<file path="src/rtl/shader_raster_pkg.sv">
package shader_raster_pkg;

  typedef enum logic {
    TIME_BOUNCE = 1'b0,
    TIME_WRAP   = 1'b1
  } time_mode_e;

  localparam int unsigned VGA_WIDTH  = 640;
  localparam int unsigned VGA_HEIGHT = 480;
  localparam int unsigned VGA_HFRONT = 16;
  localparam int unsigned VGA_HSYNC  = 96;
  localparam int unsigned VGA_HBACK  = 48;
  localparam int unsigned VGA_VFRONT = 10;
  localparam int unsigned VGA_VSYNC  = 2;
  localparam int unsigned VGA_VBACK  = 33;

  typedef struct packed {
    logic [31:0] value;
    logic        down;
  } time_next_t;

  // Values are zero-extended into 32 bits, so the 33-bit sum covers any TIME_W <= 31.
  function automatic time_next_t time_next(input logic [31:0] cur,
                                           input logic        down,
                                           input time_mode_e  mode,
                                           input logic [2:0]  step,
                                           input logic [31:0] tmax);
    time_next_t r;
    logic [32:0] sum;
    r.value = cur;
    r.down  = down;
    sum     = {1'b0, cur} + {30'd0, step};
    if (mode == TIME_WRAP) begin
      r.value = sum[31:0] & tmax;
      r.down  = 1'b0;
    end else if (step != '0) begin
      if (!down) begin
        if (sum >= {1'b0, tmax}) begin
          r.value = tmax;
          r.down  = 1'b1;
        end else begin
          r.value = sum[31:0];
        end
      end else begin
        if ({29'd0, step} >= cur) begin
          r.value = '0;
          r.down  = 1'b0;
        end else begin
          r.value = cur - {29'd0, step};
        end
      end
    end
    return r;
  endfunction

endpackage

</file>
<file path="src/rtl/shader_raster_axis.sv">
module raster_axis #(
  parameter int unsigned TOTAL      = 800,
  parameter int unsigned RESOLUTION = 640,
  parameter int unsigned FRONT      = 16,
  parameter int unsigned SYNC       = 96,
  parameter int unsigned RESET_VAL  = 0,
  parameter logic        SYNC_POL   = 1'b0
) (
  input  logic                      clk_i,
  input  logic                      rst_ni,
  input  logic                      enable_i,
  output logic [$clog2(TOTAL)-1:0]  cnt_o,
  output logic                      sync_o,
  output logic                      blank_o,
  output logic                      last_o
);

  localparam int unsigned W = $clog2(TOTAL);
  localparam logic [W-1:0] LAST    = W'(TOTAL - 1);
  localparam logic [W-1:0] RES     = W'(RESOLUTION);
  localparam logic [W-1:0] SYNC_LO = W'(RESOLUTION + FRONT);
  localparam logic [W-1:0] SYNC_HI = W'(RESOLUTION + FRONT + SYNC - 1);
  localparam logic [W-1:0] RST     = W'(RESET_VAL);

  logic [W-1:0] cnt_q;

  always_ff @(posedge clk_i) begin
    if (!rst_ni) begin
      cnt_q <= RST;
    end else if (enable_i) begin
      cnt_q <= (cnt_q == LAST) ? '0 : cnt_q + 1'b1;
    end
  end

  always_comb begin
    cnt_o   = cnt_q;
    sync_o  = (cnt_q >= SYNC_LO && cnt_q <= SYNC_HI) ? SYNC_POL : ~SYNC_POL;
    blank_o = (cnt_q >= RES);
    last_o  = (cnt_q == LAST);
  end

endmodule

</file>
<file path="src/rtl/shader_raster.sv">
module shader_raster
  import shader_raster_pkg::*;
#(
  parameter int unsigned WIDTH     = VGA_WIDTH,
  parameter int unsigned HEIGHT    = VGA_HEIGHT,
  parameter int unsigned HFRONT    = VGA_HFRONT,
  parameter int unsigned HSYNC     = VGA_HSYNC,
  parameter int unsigned HBACK     = VGA_HBACK,
  parameter int unsigned VFRONT    = VGA_VFRONT,
  parameter int unsigned VSYNC     = VGA_VSYNC,
  parameter int unsigned VBACK     = VGA_VBACK,
  parameter logic        SYNC_POL  = 1'b0,
  parameter int unsigned NUM_INSTR = 10,
  parameter int unsigned CELL_H    = 10,
  parameter int unsigned TIME_W    = 9
) (
  input  logic                                 clk_i,
  input  logic                                 rst_ni,
  input  logic                                 time_run_i,
  input  logic                                 time_mode_i,
  input  logic [2:0]                           time_step_i,
  output logic                                 hsync_o,
  output logic                                 vsync_o,
  output logic                                 blank_o,
  output logic                                 next_line_o,
  output logic                                 next_frame_o,
  output logic                                 execute_o,
  output logic                                 shift_o,
  output logic [$clog2(NUM_INSTR)-1:0]         x_subpos_o,
  output logic [$clog2(WIDTH/NUM_INSTR)-1:0]   x_pos_o,
  output logic [$clog2(HEIGHT/CELL_H)-1:0]     y_pos_o,
  output logic                                 capture_o,
  output logic [TIME_W-1:0]                    time_o
);

  localparam int unsigned HTOTAL = WIDTH + HFRONT + HSYNC + HBACK;
  localparam int unsigned VTOTAL = HEIGHT + VFRONT + VSYNC + VBACK;
  localparam int unsigned H_W    = $clog2(HTOTAL);
  localparam int unsigned V_W    = $clog2(VTOTAL);
  localparam int unsigned XS_W   = $clog2(NUM_INSTR);
  localparam int unsigned XP_W   = $clog2(WIDTH / NUM_INSTR);
  localparam int unsigned YP_W   = $clog2(HEIGHT / CELL_H);
  localparam int unsigned YS_W   = (CELL_H > 1) ? $clog2(CELL_H) : 1;

  localparam logic [H_W-1:0]  H_AHEAD    = H_W'(HTOTAL - NUM_INSTR);
  localparam logic [H_W-1:0]  H_XCLR     = H_W'(HTOTAL - NUM_INSTR - 1);
  localparam logic [H_W-1:0]  H_EXEC_END = H_W'(WIDTH - NUM_INSTR);
  localparam logic [H_W-1:0]  H_YSTEP    = H_W'(WIDTH - NUM_INSTR - 1);
  localparam logic [V_W-1:0]  V_RES      = V_W'(HEIGHT);
  localparam logic [V_W-1:0]  V_YLAST    = V_W'(HEIGHT - 1);
  localparam logic [XS_W-1:0] XS_LAST    = XS_W'(NUM_INSTR - 1);
  localparam logic [YS_W-1:0] YS_LAST    = YS_W'(CELL_H - 1);
  localparam logic [31:0]     TMAX       = 32'((64'd1 << TIME_W) - 64'd1);

  if (WIDTH % NUM_INSTR != 0) begin : g_chk_width
    $error("WIDTH must be a multiple of NUM_INSTR");
  end
  if (HEIGHT % CELL_H != 0) begin : g_chk_height
    $error("HEIGHT must be a multiple of CELL_H");
  end
  if (NUM_INSTR > HBACK + HSYNC + HFRONT) begin : g_chk_instr
    $error("NUM_INSTR must fit inside horizontal blanking");
  end
  if (NUM_INSTR < 2 || TIME_W < 1 || TIME_W > 31) begin : g_chk_range
    $error("NUM_INSTR must be >= 2 and TIME_W within 1..31");
  end

  logic [H_W-1:0]  h_cnt;
  logic [V_W-1:0]  v_cnt;
  logic            h_blank, v_blank, h_last, v_last;
  logic [V_W-1:0]  exec_line;
  logic            h_ahead, exec_active, y_step;
  logic [XS_W-1:0] x_sub_q;
  logic [XP_W-1:0] x_pos_q;
  logic [YS_W-1:0] y_sub_q;
  logic [YP_W-1:0] y_pos_q;
  logic            cap_q;
  logic [TIME_W-1:0] time_q;
  logic            down_q;
  time_next_t      tn;
  logic            time_next_unused;

  raster_axis #(
    .TOTAL      (HTOTAL),
    .RESOLUTION (WIDTH),
    .FRONT      (HFRONT),
    .SYNC       (HSYNC),
    .RESET_VAL  (HTOTAL - NUM_INSTR),
    .SYNC_POL   (SYNC_POL)
  ) u_h_axis (
    .clk_i    (clk_i),
    .rst_ni   (rst_ni),
    .enable_i (1'b1),
    .cnt_o    (h_cnt),
    .sync_o   (hsync_o),
    .blank_o  (h_blank),
    .last_o   (h_last)
  );

  raster_axis #(
    .TOTAL      (VTOTAL),
    .RESOLUTION (HEIGHT),
    .FRONT      (VFRONT),
    .SYNC       (VSYNC),
    .RESET_VAL  (VTOTAL - 1),
    .SYNC_POL   (SYNC_POL)
  ) u_v_axis (
    .clk_i    (clk_i),
    .rst_ni   (rst_ni),
    .enable_i (h_last),
    .cnt_o    (v_cnt),
    .sync_o   (vsync_o),
    .blank_o  (v_blank),
    .last_o   (v_last)
  );

  // The last NUM_INSTR cycles of a line already execute the first cell of the following line.
  always_comb begin
    h_ahead      = (h_cnt >= H_AHEAD);
    exec_line    = v_cnt;
    if (h_ahead) begin
      exec_line = v_last ? '0 : v_cnt + 1'b1;
    end
    exec_active  = (exec_line < V_RES);
    execute_o    = exec_active && (h_ahead || (h_cnt < H_EXEC_END));
    shift_o      = execute_o || (x_sub_q != '0);
    y_step       = exec_active && (h_cnt == H_YSTEP);
    blank_o      = h_blank | v_blank;
    next_line_o  = h_last;
    next_frame_o = h_last & v_last;
    x_subpos_o   = x_sub_q;
    x_pos_o      = x_pos_q;
    y_pos_o      = y_pos_q;
    capture_o    = cap_q;
    time_o       = time_q;
  end

  always_ff @(posedge clk_i) begin
    if (!rst_ni) begin
      x_sub_q <= '0;
      x_pos_q <= '0;
      cap_q   <= 1'b0;
    end else begin
      cap_q <= (x_sub_q == XS_LAST);
      if (shift_o) begin
        x_sub_q <= (x_sub_q == XS_LAST) ? '0 : x_sub_q + 1'b1;
      end
      if (h_cnt == H_XCLR) begin
        x_pos_q <= '0;
      end else if (shift_o && (x_sub_q == XS_LAST)) begin
        x_pos_q <= x_pos_q + 1'b1;
      end
    end
  end

  always_ff @(posedge clk_i) begin
    if (!rst_ni) begin
      y_sub_q <= '0;
      y_pos_q <= '0;
    end else if (y_step) begin
      if (exec_line == V_YLAST) begin
        y_sub_q <= '0;
        y_pos_q <= '0;
      end else if (y_sub_q == YS_LAST) begin
        y_sub_q <= '0;
        y_pos_q <= y_pos_q + 1'b1;
      end else begin
        y_sub_q <= y_sub_q + 1'b1;
      end
    end
  end

  always_comb begin
    tn = time_next(32'(time_q), down_q, time_mode_e'(time_mode_i), time_step_i, TMAX);
    time_next_unused = ^tn.value[31:TIME_W];
  end

  always_ff @(posedge clk_i) begin
    if (!rst_ni) begin
      time_q <= '0;
      down_q <= 1'b0;
    end else if (next_frame_o && time_run_i) begin
      time_q <= tn.value[TIME_W-1:0];
      down_q <= tn.down;
    end
  end

endmodule

</file>
<file path="config.mk">
export PLATFORM = sky130hd
export DESIGN_NAME = shader_raster
export DESIGN_NICKNAME = d
export VERILOG_FILES = /design/src/rtl/shader_raster_pkg.sv /design/src/rtl/shader_raster_axis.sv /design/src/rtl/shader_raster.sv
export SDC_FILE = /design/constraint.sdc
export NUM_CORES = 1
export LEC_CHECK = 0
export BUFFER_PORTS_ARGS = -buffer_cell sky130_fd_sc_hd__buf_2
export CORE_AREA = 5 5 123 102
export CTS_CLUSTER_DIAMETER = 150
export CTS_CLUSTER_SIZE = 14
export DETAILED_ROUTE_END_ITERATION = 6
export DIE_AREA = 0 0 128 107
export GPL_TIMING_DRIVEN = 0
export HOLD_SLACK_MARGIN = 0.02
export PLACE_DENSITY = 0.48
export SLEW_MARGIN = 0
export SYNTH_ARGS = -nofsm -noshare
export SYNTH_HDL_FRONTEND = slang
export SYNTH_SLANG_ARGS = --single-unit
export TNS_END_PERCENT = 1
</file>
<file path="constraint.sdc">
create_clock -name clk_i -period 6.4 [get_ports clk_i]
set_clock_uncertainty 0.1 [all_clocks]
set_input_delay 0.64 -clock clk_i [delete_from_list [all_inputs] [get_ports clk_i]]
set_output_delay 0.64 -clock clk_i [all_outputs]
set_load 0.02 [all_outputs]
</file>
==> metrics.txt, run 1 <==
Mapped Area 3260 sq um; Power, Total 0.800 mW; met3 WL 372 microns; Hold-fix buffers, CTS 0; Worst Setup Start Kind flop; area share of the largest cell type after synthesis 0.313; maximum vdd drop 0.0000924 V; Post-Layout Cell Count 613; Worst setup EP type output pin; drt first pass iters 4; crit share post-route 0.516; Via density 5.03; status finished clean; EDFF count, synth 0; clock root cell clkbuf_16; GP Congestion 0.844; Crit Path Category reg -> out; I/O pins 40; DP Cell Count 605; CTS buffer count 5; register area 1020 sq um; Cells after Synth 418; Avg Cell Area, Syn 7.79 sq um; quantity of gates resized following cts 0; pwr dens 212 nW/um^2; post-layout util 0.337; DR iter-0 viols 162; area post-placement 3640 sq um; Design Area, Final 3780 sq um; layout cells sized above 1 0.144; leakage 1.48 nW; post-route ant nets 0; DR vias 3084; Synth area leader dfxtp_1; die height 107 microns; worst min-delay path category reg -> reg; antenna cells 0; worst-skew pair later-pin latency 0.29 ns; worst hold slack 0.382 ns; maximum clock rate 0.303 GHz; Slew Limit Fails 0; #FFs+latches synth 51; WL final 8450 microns; Syn Nets 443; yosys warns 0; Post-synth top flop dfxtp_1; flop2flop setup slack 3.37 ns; Setup WS post-layout 3.10 ns; initial core utilization 0.291; multi-input logic area 2060 sq um; worst endpoint required time 5.66 ns; die width 128 microns; core area 11200 sq um; DR WL/cell 13.8 microns; # rows 35; Async SR Flop Fraction 0; top routing layer in use met4; Die ar. 13700 sq um; grt total ovfl 0; M1 WL 4350 microns; MaxCap Viol Count 0; CTS tree yes; Post-DP HPWL 6410 microns; Max-slew headroom 0.545; Setup WS pre-CTS 2.95 ns; Buffers on Ports 39; RSZ-0062 raised after global routing no; critical path arrival 2.56 ns; layout net count 489; count leader, synth dfxtp_1; clock buffer depth 2; Fin. Hold Viols 0; CTS Sinks 51; vias in the first global route 2880; Seq/Total Area, Yosys 0.313; All-Layer GR Usage 0.125; initial antenna violation count 0; library cells used by synthesis 63; commonest cells in the synthesized netlist 51 x dfxtp_1, 46 x nor2_1, 39 x nand2_1; synthesis-to-layout area growth 16.0%; fillcell total 1203; htree depth 2; Setup violations, final 0; met2 wire len 3600 microns; setup bufs post-CTS 0; TNS Setup 0 ns; largest net degree at the start of global routing 16; clock transition at the registers of the reported paths 0.06 ns; maximum net fanout on the critical path 7; min Tclk post-route 3.30 ns; # DRC 0; worst-margin pin slew 0.677 ns; first-pass GRT wire length 14100 microns; top post-synthesis cells by area dfxtp_1 31%, ha_1 6.1%, nor2_1 5.3%
-- final cells by class --
type / instances / area share
repair buffers: 39 / 0.0517
clock buffers: 6 / 0.0341
well taps: 148 / 0.0490
clock inverters: 2 / 0.00331
inverters: 19 / 0.0189
multi-input cells: 329 / 0.546
flip-flops and latches: 51 / 0.270
plain buffers: 19 / 0.0268
-- critical path, stage by stage, from the launching register on --
cell	delay (ns)
dfxtp_1	0.46
inv_1	0.10
ha_1	0.20
nor4b_2	0.16
nand4_1	0.22
o21ai_0	0.18
a31oi_1	0.39
o211ai_4	0.16
nand2_1	0.13
o21ai_0	0.09
buf_2	0.18
-- placed cells by master, fill, tap and decap left out, types with 8 or more instances in the layout --
master	netlist	final
a21oi_1	34	34
a31oi_1	8	8
and3_1	9	9
buf_2	3	42
clkbuf_1	12	13
dfxtp_1	51	51
ha_1	16	16
inv_1	18	18
nand2_1	39	39
nand3_1	20	20
nor2_1	46	46
nor3_1	16	16
o21ai_0	31	31
or3_1	11	11
xor2_1	11	11
-- cells by family after synthesis --
group	share of synthesized area
xor gates and xnor gates	0.0484
DFF	0.313
and+or+nand+nor	0.298
AOI/OAI and AO/OA	0.207
muxes	0.00615
adders and majority gates	0.0738
buffers and inverters	0.0530
-- layer usage --
| layer | vias to the layer above | global-route usage |
|---|---|---|
| li1 | 1608 | - |
| met1 | 1407 | 0.179 |
| met2 | 62 | 0.190 |
| met3 | 7 | 0.0274 |
| met4 | 0 | 0.0348 |
| met5 | - | 0 |
-- power breakdown --
group	total [mW]	switching [mW]	internal, mW
combinational	0.184	0.115	0.0692
sequential	0.352	0.0200	0.332
clock	0.263	0.118	0.145
total	0.800	0.254	0.546
-- registers in the layout (all words and copies together), names as in the netlist --
register,flops
u_v_axis.cnt_o,10
capture_o,1
down_q,1
time_o,9
u_h_axis.cnt_o,10
y_pos_o,6
y_sub_q,4
x_subpos_o,4
x_pos_o,6
-- worst paths after layout --
kind / from / endpoint / cells after the start
worst max-delay path: u_v_axis.cnt_o[0] / shift_o / 10
worst min-delay path: u_h_axis.cnt_o[0] / u_h_axis.cnt_o[0] / 1
worst max register to register: time_o[0] / time_o[0] / 10
worst min register to register: u_h_axis.cnt_o[0] / u_h_axis.cnt_o[0] / 1
No activity file was read; power rests on OpenSTA's default activity.
==> inputs of run 2 (changes only) <==
clock period = 3.3 ns   (was 6.4 ns; I/O delays follow)
==> run 2 against run 1 <==
  * First-iteration DRC count unchanged
  * Core utilization about the same
  * Combinational power increased by 95%
  * Die area unchanged
  * Count of clock-buffer cells in the layout unchanged
  * Register-to-register slack got worse by 3.0 ns
  * Non-clock buffer count unchanged
  * Critical endpoint unchanged
  * Largest power group unchanged
==> metrics.txt, run 2 (synthesis results as in run 1) <==
Worst Setup Start Kind flop; Max-slew headroom 0.545 (unchanged); CTS tree yes; pwr dens 410 nW/um^2 (+94%); worst endpoint required time 2.87 ns (-2.79 ns); leakage 1.48 nW (about the same); crit share post-route 0.905; critical path's slowest cell dfxtp_1; critical path arrival 2.56 ns (about the same); Power, Total 1.55 mW (+94%); Worst setup EP type output pin; CP top delay family compound AO/OA/AOI/OAI gates; Post-Layout Cell Count 613 (unchanged); synthesis-to-layout area growth 16.1% (about the same); CTS buffer count 5 (unchanged); crit-path cells inv_1 -> ha_1 -> nor4b_2 -> nand4_1 -> o21ai_0 -> a31oi_1 -> o211ai_4 -> nand2_1 -> o21ai_0 -> buf_2; Slew Limit Fails 0 (unchanged); maximum clock rate 0.335 GHz; # rows 35 (unchanged); worst min-delay path category in -> reg; MaxCap Viol Count 0 (unchanged); CTS Sinks 51 (unchanged); max incr delay on CP 0.46 ns (about the same); initial antenna violation count 0 (unchanged); met2 wire len 3600 microns (about the same); maximum vdd drop 0.000179 V (+94%); clock buffer depth 2 (unchanged); core area 11200 sq um (unchanged); initial core utilization 0.291 (unchanged); Buffers on Ports 39 (unchanged); met3 WL 355 microns (-4.6%); TNS Setup 0 ns (unchanged); min Tclk post-route 2.99 ns; M1 WL 4370 microns (+0.55%); worst hold slack 0.261 ns (-0.121 ns); htree depth 2 (unchanged); commonest non-fill, non-tap cell in the layout dfxtp_1; post-layout util 0.337 (about the same); DR iter-0 viols 162 (unchanged); # DRC 0 (unchanged); clock root cell clkbuf_16; antenna cells 0 (unchanged); Die ar. 13700 sq um (unchanged); Critical path buffers and inverters 2 (unchanged); All-Layer GR Usage 0.125 (unchanged); grt total ovfl 0 (unchanged); worst-skew pair later-pin latency 0.29 ns (about the same); die width 128 microns (unchanged); DR vias 3090 (+0.19%); Via density 5.04 (+0.19%); Fin. Hold Viols 0 (unchanged); drt first pass iters 4 (unchanged); DP Cell Count 605 (unchanged); maximum net fanout on the critical path 7 (unchanged); I/O pins 40 (unchanged); largest net degree at the start of global routing 16 (unchanged); layout net count 489 (unchanged); Setup violations, final 0 (unchanged); Post-DP HPWL 6410 microns (unchanged); worst-margin pin slew 0.677 ns (-0.0000000596 ns); DR WL/cell 13.8 microns (about the same); layout cells sized above 1 0.146 (+0.00215); top routing layer in use met4; post-route ant nets 0 (unchanged); die height 107 microns (unchanged); first-pass GRT wire length 14100 microns (unchanged); setup bufs post-CTS 0 (unchanged); flop2flop setup slack 0.35 ns (-3.02 ns); status finished clean; Crit Path Category reg -> out; most frequent cells in the layout 51 x dfxtp_1, 45 x nor2_1, 42 x buf_2; RSZ-0062 raised after global routing no; WL final 8460 microns (about the same); Most Frequent Cell on Critical Path o21ai_0; GP Congestion 0.844 (unchanged); clock transition at the registers of the reported paths 0.06 ns (about the same); vias in the first global route 2880 (unchanged)
## run 2: changes by cell type in the layout (fill, tap and decap cells not counted)
| cell | before | now |
|---|---|---|
| nor2_2 | 0 | 1 |
| nor2_1 | 46 | 45 |
## run 2: layout make-up
class,count,area [sq um]
fillers,1202,7430
well taps,148,185
repair buffers,39,195
flip-flops and latches,51,1020
inverters,19,71.3
clock buffers,6,129
multi-input cells,329,2070
clock inverters,2,12.5
plain buffers,19,101
## run 2: timing repair
item | CTS | global route
setup endpoints to repair | 0 | 1
gates resized for setup | 0 | 1
hold buffers | 0 | 0
## run 2: path summary, 6_finish.rpt
check | startpoint | to | cells after the start
worst max register to register | time_o[0] | time_o[1] | 10
worst max-delay path | u_v_axis.cnt_o[0] | shift_o | 10
worst min-delay path | rst_ni | time_o[8] | 3
worst min register to register | u_h_axis.cnt_o[0] | u_h_axis.cnt_o[0] | 1
## run 2: metrics by stage
step	setup WS, ns	area (sq um)
finish	0.314	3780
global route	0.0504	3780
CTS	0.270	3780
detailed placement	0.164	3640
global placement	0.125	3640
floorplan	0.673	3260
## run 2: layer usage
metal	global-route usage	vias to the layer above
met5	0	-
met4	0.0348	0
met3	0.0274	7
met2	0.190	62
met1	0.179	1413
li1	-	1608
## run 2: power breakdown
part	internal (mW)	switching [mW]	leakage [nW]
sequential	0.645	0.0387	0.413
combinational	0.134	0.224	1.00
clock	0.280	0.230	0.0669
## run 2: worst reg2reg max path, stage by stage (launching register included)
cell,delay (ns)
dfxtp_1,0.34
ha_1,0.22
fa_1,0.41
nor2b_1,0.17
o21ai_1,0.27
xor2_1,0.12
nor4b_1,0.34
o2111ai_1,0.21
a21oi_1,0.21
nor3_1,0.07
a2111oi_0,0.38
